File: config.mk
export PLATFORM = sky130hd
export DESIGN_NAME = multi_ch_fsm_controller
export DESIGN_NICKNAME = d
export VERILOG_FILES = /design/src/rtl/multi_ch_fsm_controller.sv
export SDC_FILE = /design/constraint.sdc
export NUM_CORES = 1
export LEC_CHECK = 0
export CAP_MARGIN = 10
export CORE_ASPECT_RATIO = 1.2
export CORE_MARGIN = 3
export CORE_UTILIZATION = 40
export DETAILED_ROUTE_END_ITERATION = 8
export HOLD_SLACK_MARGIN = 0.08
export PLACE_DENSITY_LB_ADDON = 0.15
export SLEW_MARGIN = 15
export SYNTH_ARGS = -nofsm -noshare
export SYNTH_HDL_FRONTEND = slang
export SYNTH_SLANG_ARGS = --single-unit
export TNS_END_PERCENT = 30
File: constraint.sdc
create_clock -name clk -period 4.6 [get_ports clk]
set_clock_uncertainty 0.1 [all_clocks]
set_input_delay 0.92 -clock clk [delete_from_list [all_inputs] [get_ports clk]]
set_output_delay 0.92 -clock clk [all_outputs]
set_load 0.05 [all_outputs]
File: src/rtl/multi_ch_fsm_controller.sv
// Per-channel IDLE/NORMAL/WARNING/FAULT controller with persistence debounce, worst-case
// aggregation and a saturating fault-event counter. Optional macro: FAULT_LATCH_EN (sticky FAULT).
module multi_ch_fsm_controller #(
    parameter int NUM_CH   = 4,
    parameter int DEBOUNCE = 3,
    parameter int CNT_W    = 8
) (
    input  logic                clk,
    input  logic                reset,
    input  logic                en,
    input  logic [2*NUM_CH-1:0] temp_state,
    input  logic                fault_clear,
    output logic [2*NUM_CH-1:0] ch_state,
    output logic [1:0]          system_state,
    output logic                fault_any,
    output logic                state_change,
    output logic [CNT_W-1:0]    fault_count
);

    localparam int RUN_W = $clog2(DEBOUNCE + 1);
    localparam logic [RUN_W-1:0] RUN_DONE = RUN_W'(DEBOUNCE);

`ifdef FAULT_LATCH_EN
    localparam bit LATCH = 1'b1;
`else
    localparam bit LATCH = 1'b0;
`endif

    typedef enum logic [1:0] {
        ST_IDLE    = 2'b00,
        ST_NORMAL  = 2'b01,
        ST_WARNING = 2'b10,
        ST_FAULT   = 2'b11
    } state_t;

    // Committed state, debounce candidate and run length of one channel.
    typedef struct packed {
        state_t           st;
        state_t           cand;
        logic [RUN_W-1:0] run;
    } ch_t;

    ch_t              ch_q [NUM_CH];
    ch_t              ch_d [NUM_CH];
    logic [CNT_W-1:0] fault_count_q, fault_count_d;
    logic             commit_q, commit_d;
    logic             state_change_q, state_change_d;

    function automatic state_t legal_target(state_t s, state_t i);
        state_t t;
        case (s)
            ST_IDLE:  t = (i == ST_NORMAL || i == ST_WARNING) ? i : ST_IDLE;
            ST_FAULT: t = (i == ST_IDLE) ? ST_IDLE : ST_FAULT;
            default:  t = i;
        endcase
        return t;
    endfunction

    always_comb begin
        state_t           in_s;
        state_t           tgt;
        logic [RUN_W-1:0] run_len;
        logic             entry;
        // NOTE: every variable gets a default before any branch, so no path can infer a latch.
        in_s          = ST_IDLE;
        tgt           = ST_IDLE;
        run_len       = '0;
        entry         = 1'b0;
        commit_d      = 1'b0;
        ch_d          = ch_q;
        for (int i = 0; i < NUM_CH; i++) begin
            in_s = state_t'(temp_state[2*i +: 2]);
            tgt  = legal_target(ch_q[i].st, in_s);
            if (LATCH && ch_q[i].st == ST_FAULT)
                tgt = (fault_clear && in_s == ST_IDLE) ? ST_IDLE : ST_FAULT;
            run_len = (tgt == ch_q[i].cand) ? ch_q[i].run + 1'b1 : RUN_W'(1);

            if (tgt == ch_q[i].st) begin
                ch_d[i].run = '0;
            end else if (tgt == ST_FAULT || (LATCH && ch_q[i].st == ST_FAULT)) begin
                // Fault entry and the acknowledged latched exit skip the debounce.
                ch_d[i].st  = tgt;
                ch_d[i].run = '0;
                commit_d    = 1'b1;
                if (tgt == ST_FAULT) entry = 1'b1;
            end else begin
                ch_d[i].cand = tgt;
                if (run_len >= RUN_DONE) begin
                    ch_d[i].st  = tgt;
                    ch_d[i].run = '0;
                    commit_d    = 1'b1;
                end else begin
                    ch_d[i].run = run_len;
                end
            end
        end

        fault_count_d = fault_count_q;
        if (entry && fault_count_q != '1) fault_count_d = fault_count_q + 1'b1;
        state_change_d = commit_q;

        if (!en) begin
            ch_d           = ch_q;
            commit_d       = 1'b0;
            fault_count_d  = fault_count_q;
            state_change_d = 1'b0;
        end
    end

    always_ff @(posedge clk) begin
        // NOTE: non-blocking assignments so every flop samples the pre-edge values.
        if (reset) begin
            // NOTE: the channel array is small and its reset value is architectural, so it is reset.
            for (int i = 0; i < NUM_CH; i++) ch_q[i] <= '0;
            fault_count_q  <= '0;
            commit_q       <= 1'b0;
            state_change_q <= 1'b0;
        end else begin
            ch_q           <= ch_d;
            fault_count_q  <= fault_count_d;
            commit_q       <= commit_d;
            state_change_q <= state_change_d;
        end
    end

    always_comb begin
        ch_state     = '0;
        system_state = ST_IDLE;
        for (int i = 0; i < NUM_CH; i++) begin
            ch_state[2*i +: 2] = ch_q[i].st;
            if (ch_q[i].st > system_state) system_state = ch_q[i].st;
        end
    end

    assign fault_any    = (system_state == ST_FAULT);
    assign state_change = state_change_q;
    assign fault_count  = fault_count_q;

endmodule

==> flow_summary_export.csv <==
group,metric,value,unit
logic_synthesis,synth_commonest_cells,"34 x sky130_fd_sc_hd__dfxtp_1, 26 x sky130_fd_sc_hd__nor2b_1, 20 x sky130_fd_sc_hd__a21oi_1",
final_layout,layout.cell_area.non_filler,2930,um^2
sta,report.final.hold_viol_count,0,
logic_synthesis,synthSimpleGateAreaFrac,0.1867,
job,timing.max_cap.violations,0,
power,netSwitchingFraction,0.2700,
global_routing,gr-total-overflow,0,
power,finalPower,633.1,uW
worst_setup_path,timing.reg2reg.setup_slack,1.74,ns
power,fraction_of_power_consumed_by_sequential_logic,0.488,
global_routing,grt_first_pass_wirelength,8.383,mm
cts,cts_inserted_buffers,5,
cts,number_of_levels_in_the_clock_h_tree,2,
cts,path_clk_slew,0.08,ns
logic_synthesis,synth-compound-area-share,0.2467,
logic_synthesis,number_of_flops_mapped_to_enable_cells_by_yosys,0,
placed_design,final_gp_congestion,0.7320,
sta,timing.final.setup_violations,0,
power,power_density,216.1,nW/um^2
logic_synthesis,synth-seq-cells,34,
power,vdd_ir_drop_max,144.9,uV
logic_synthesis,mapped_avg_cell_area,8.976,um^2
drt,route.detailed.drc,0,
logic_synthesis,post_synth_mux_area_share,0.05681,
die,die_height,90.47,um
placed_design,hpwl_dp,3.532,mm
power,pwr-share-clk,0.374,
placed_design,dpl_cell_area,2718,um^2
die,fp.dieW,76.40,um
cts,cts_root_buffer,"sky130_fd_sc_hd__clkbuf_8",
logic_synthesis,dominant_combinational_cell_family_by_area_after_synthesis,"compound AO/OA/AOI/OAI gates",
logic_synthesis,synth_top_cells_by_area,"sky130_fd_sc_hd__dfxtp_1 29%, sky130_fd_sc_hd__ha_1 9.5%, sky130_fd_sc_hd__nor2b_1 6.8%, sky130_fd_sc_hd__a21oi_1 4.2%, sky130_fd_sc_hd__mux2i_1 3.8%",
min_path,hold_removal_path_class,"reg -> reg",
sta,share_of_the_cycle_needed_by_the_critical_path_after_routing,0.9732,
cts,clock_sink_count,34,
global_routing,grtUsageMet2,0.2632,
logic_synthesis,synthesis.nets,295,
drt,route.vias.total,1925,
global_routing,global_route_met3_utilization,0.03094,
worst_setup_path,worstPathMaxFanout,3,
power,combPwrFrac,0.139,
logic_synthesis,synth.yosys.seq_area_share,0.2862,
placed_design,port-buffer-count,30,
worst_setup_path,worstSetupStartpointType,"flop",
logic_synthesis,syn_inst_count,265,
final_layout,layout.core_utilization,0.5136,
die,fp-row-count,30,
die,starting_density_of_the_core,0.4169,
logic_synthesis,xor_xnor_portion_of_the_synthesized_cell_area,0.06891,
final_layout,post_route_cells_drive_above_1_share,0.1723,
sta,slew_headroom,0.3363,
logic_synthesis,area_share_of_the_largest_cell_type_after_synthesis,0.2862,
logic_synthesis,synth_most_common_cell,"sky130_fd_sc_hd__dfxtp_1",
worst_setup_path,timing.critical_path.required,3.58,ns
sta,finalCriticalPeriod,4.477,ns
logic_synthesis,synth-async-reset-ratio,0,
die,core_area,5705,um^2
power,power_leakage,1.103,nW
drt,tritonroute_pass_1_iters,4,
sta,fmax,223.4,MHz
global_routing,grt_max_degree,27,
final_layout,nets,325,
cts,insertion_delay,0.29,ns
logic_synthesis,share_of_synthesized_cell_area_in_full_adder_half_adder_and_majority_cells,0.09469,
global_routing,grt.total_usage,0.1446,
global_routing,via_count_of_the_first_global_routing_pass,1890,
drt,route.antenna.remaining_nets,0,
logic_synthesis,library_cell_occupying_the_most_area_in_the_post_synthesis_netlist,"sky130_fd_sc_hd__dfxtp_1",
cts,max-clock-path-buffers,2,
worst_setup_path,critical_path_arrival,3.46,ns
worst_setup_path,endpoint_kind,"primary output",
power,switching_power,170.9,uW
final_layout,syn_to_final_growth,23.20,%
die,die_area,6911,um^2
cts,cts_hold_repair.buffers,0,
drt,avgRoutedWirePerCell,13.03,um
sta,timing.final.max_slew_violations,0,
global_routing,groute.layer.met1.usage,0.1671,
logic_synthesis,synth.lib_cells_used.distinct,42,
die,boundaryPins,32,
global_routing,antenna_found_initial,0,
worst_setup_path,criticalPathCategory,"reg -> out",
drt,detail_route.vias_per_cell,5.120,
power,p_int,462.2,uW
drt,final_wirelength,4.900,mm
final_layout,antenna-diode-count,0,
sta,fin_worst_setup_slack,0.1231,ns
logic_synthesis,ys_warn_count,0,
status,run_status,"finished, final reports clean",
sta,totalNegativeSetupSlack,0,ns
logic_synthesis,synth_area,2379,um^2
logic_synthesis,ys.flop_type,"sky130_fd_sc_hd__dfxtp_1",
global_routing,grt-busiest-layer,"met2",
placed_design,preCtsSetupSlack,0.05186,ns
drt,drtIter0Drc,44,
cts,cts_tree,"done",
sta,worst-slew-pin-transition,0.9924,ns
[path summary, 6_finish.rpt]
kind,from,end,depth (start not counted)
worst min register to register,commit_q,state_change,2
worst min-delay path,commit_q,state_change,2
worst max-delay path,ch_state[0],fault_any,17
worst max register to register,ch_state[4],fault_count[1],9
[stage by stage]
step	hold slack (ns)	instances
2_1_floorplan	0.2936	265
3_3_place_gp	0.3147	366
3_5_place_dp	0.3139	366
4_1_cts	0.3264	374
5_1_grt	0.3565	376
6_report	0.3198	376
[worst max-delay path: stages (launching register included)]
cell and delay [ns]:
sky130_fd_sc_hd__dfxtp_2 0.33, sky130_fd_sc_hd__inv_1 0.07, sky130_fd_sc_hd__ha_4 0.17, sky130_fd_sc_hd__nand2b_4 0.15, sky130_fd_sc_hd__ha_4 0.27, sky130_fd_sc_hd__nor2_2 0.04, sky130_fd_sc_hd__o22ai_2 0.12, sky130_fd_sc_hd__mux2_4 0.34
sky130_fd_sc_hd__ha_4 0.26, sky130_fd_sc_hd__inv_1 0.04, sky130_fd_sc_hd__o22ai_2 0.17, sky130_fd_sc_hd__o21ai_2 0.11, sky130_fd_sc_hd__ha_1 0.30, sky130_fd_sc_hd__inv_2 0.04, sky130_fd_sc_hd__o22ai_4 0.14, sky130_fd_sc_hd__mux2_4 0.32
sky130_fd_sc_hd__and2_4 0.16, sky130_fd_sc_hd__buf_8 0.14
[power groups by stage]
stage	clock, mW	sequential, mW	combinational (mW)
6_report	0.237	0.309	0.0877
5_1_grt	0.253	0.310	0.0986
4_1_cts	0.245	0.309	0.0883
3_5_place_dp	0	0.316	0.0875
3_3_place_gp	0	0.315	0.0864
2_1_floorplan	0	0.314	0.0639
[flip-flops by register name, indices dropped and copies added, names as in the netlist]
signal	cells
ch_q	16
ch_state	8
commit_q	1
fault_count	8
state_change	1
[cell families after synthesis]
| kind of cell | after synthesis |
|---|---|
| fa+ha+maj | 18 |
| simple gates | 78 |
| xor+xnor | 17 |
| mux | 13 |
| compound gates | 77 |
| flops | 34 |
| buf+inv | 28 |
[cell type report]
type | instances | area [um^2]
clock buffers | 6 | 82.58
clock inverters | 2 | 12.51
fillers | 573 | 2775
inverters | 15 | 58.81
multi-input cells | 203 | 1645
flip-flops and latches | 34 | 683.2
well taps | 80 | 100.1
repair buffers | 36 | 347.8
[what timing repair did]
action | in CTS | in global routing
endpoints found under the hold margin | 0 | 0
gates resized for setup | 11 | 12
setup endpoints to repair | 2 | 2
setup buffers | 0 | 2
pin swaps | 1 | 8
[cells in the final DEF, fill, tap and decap left out, types with 9 or more instances in the layout]
| master | n |
|---|---|
| sky130_fd_sc_hd__dfxtp_1 | 32 |
| sky130_fd_sc_hd__clkdlybuf4s50_1 | 28 |
| sky130_fd_sc_hd__nor2b_1 | 26 |
| sky130_fd_sc_hd__a21oi_1 | 20 |
| sky130_fd_sc_hd__ha_1 | 15 |
| sky130_fd_sc_hd__inv_1 | 13 |
| sky130_fd_sc_hd__nor2_1 | 13 |
| sky130_fd_sc_hd__xor2_1 | 9 |
| sky130_fd_sc_hd__mux2i_1 | 9 |
[routing by layer]
layer,share of wire,vias to the layer above
li1,-,1004
met5,0,-
met3,0.029,4
met1,0.45,894
met4,0.011,0
met2,0.51,23
Power figures use the tool's default switching activity.
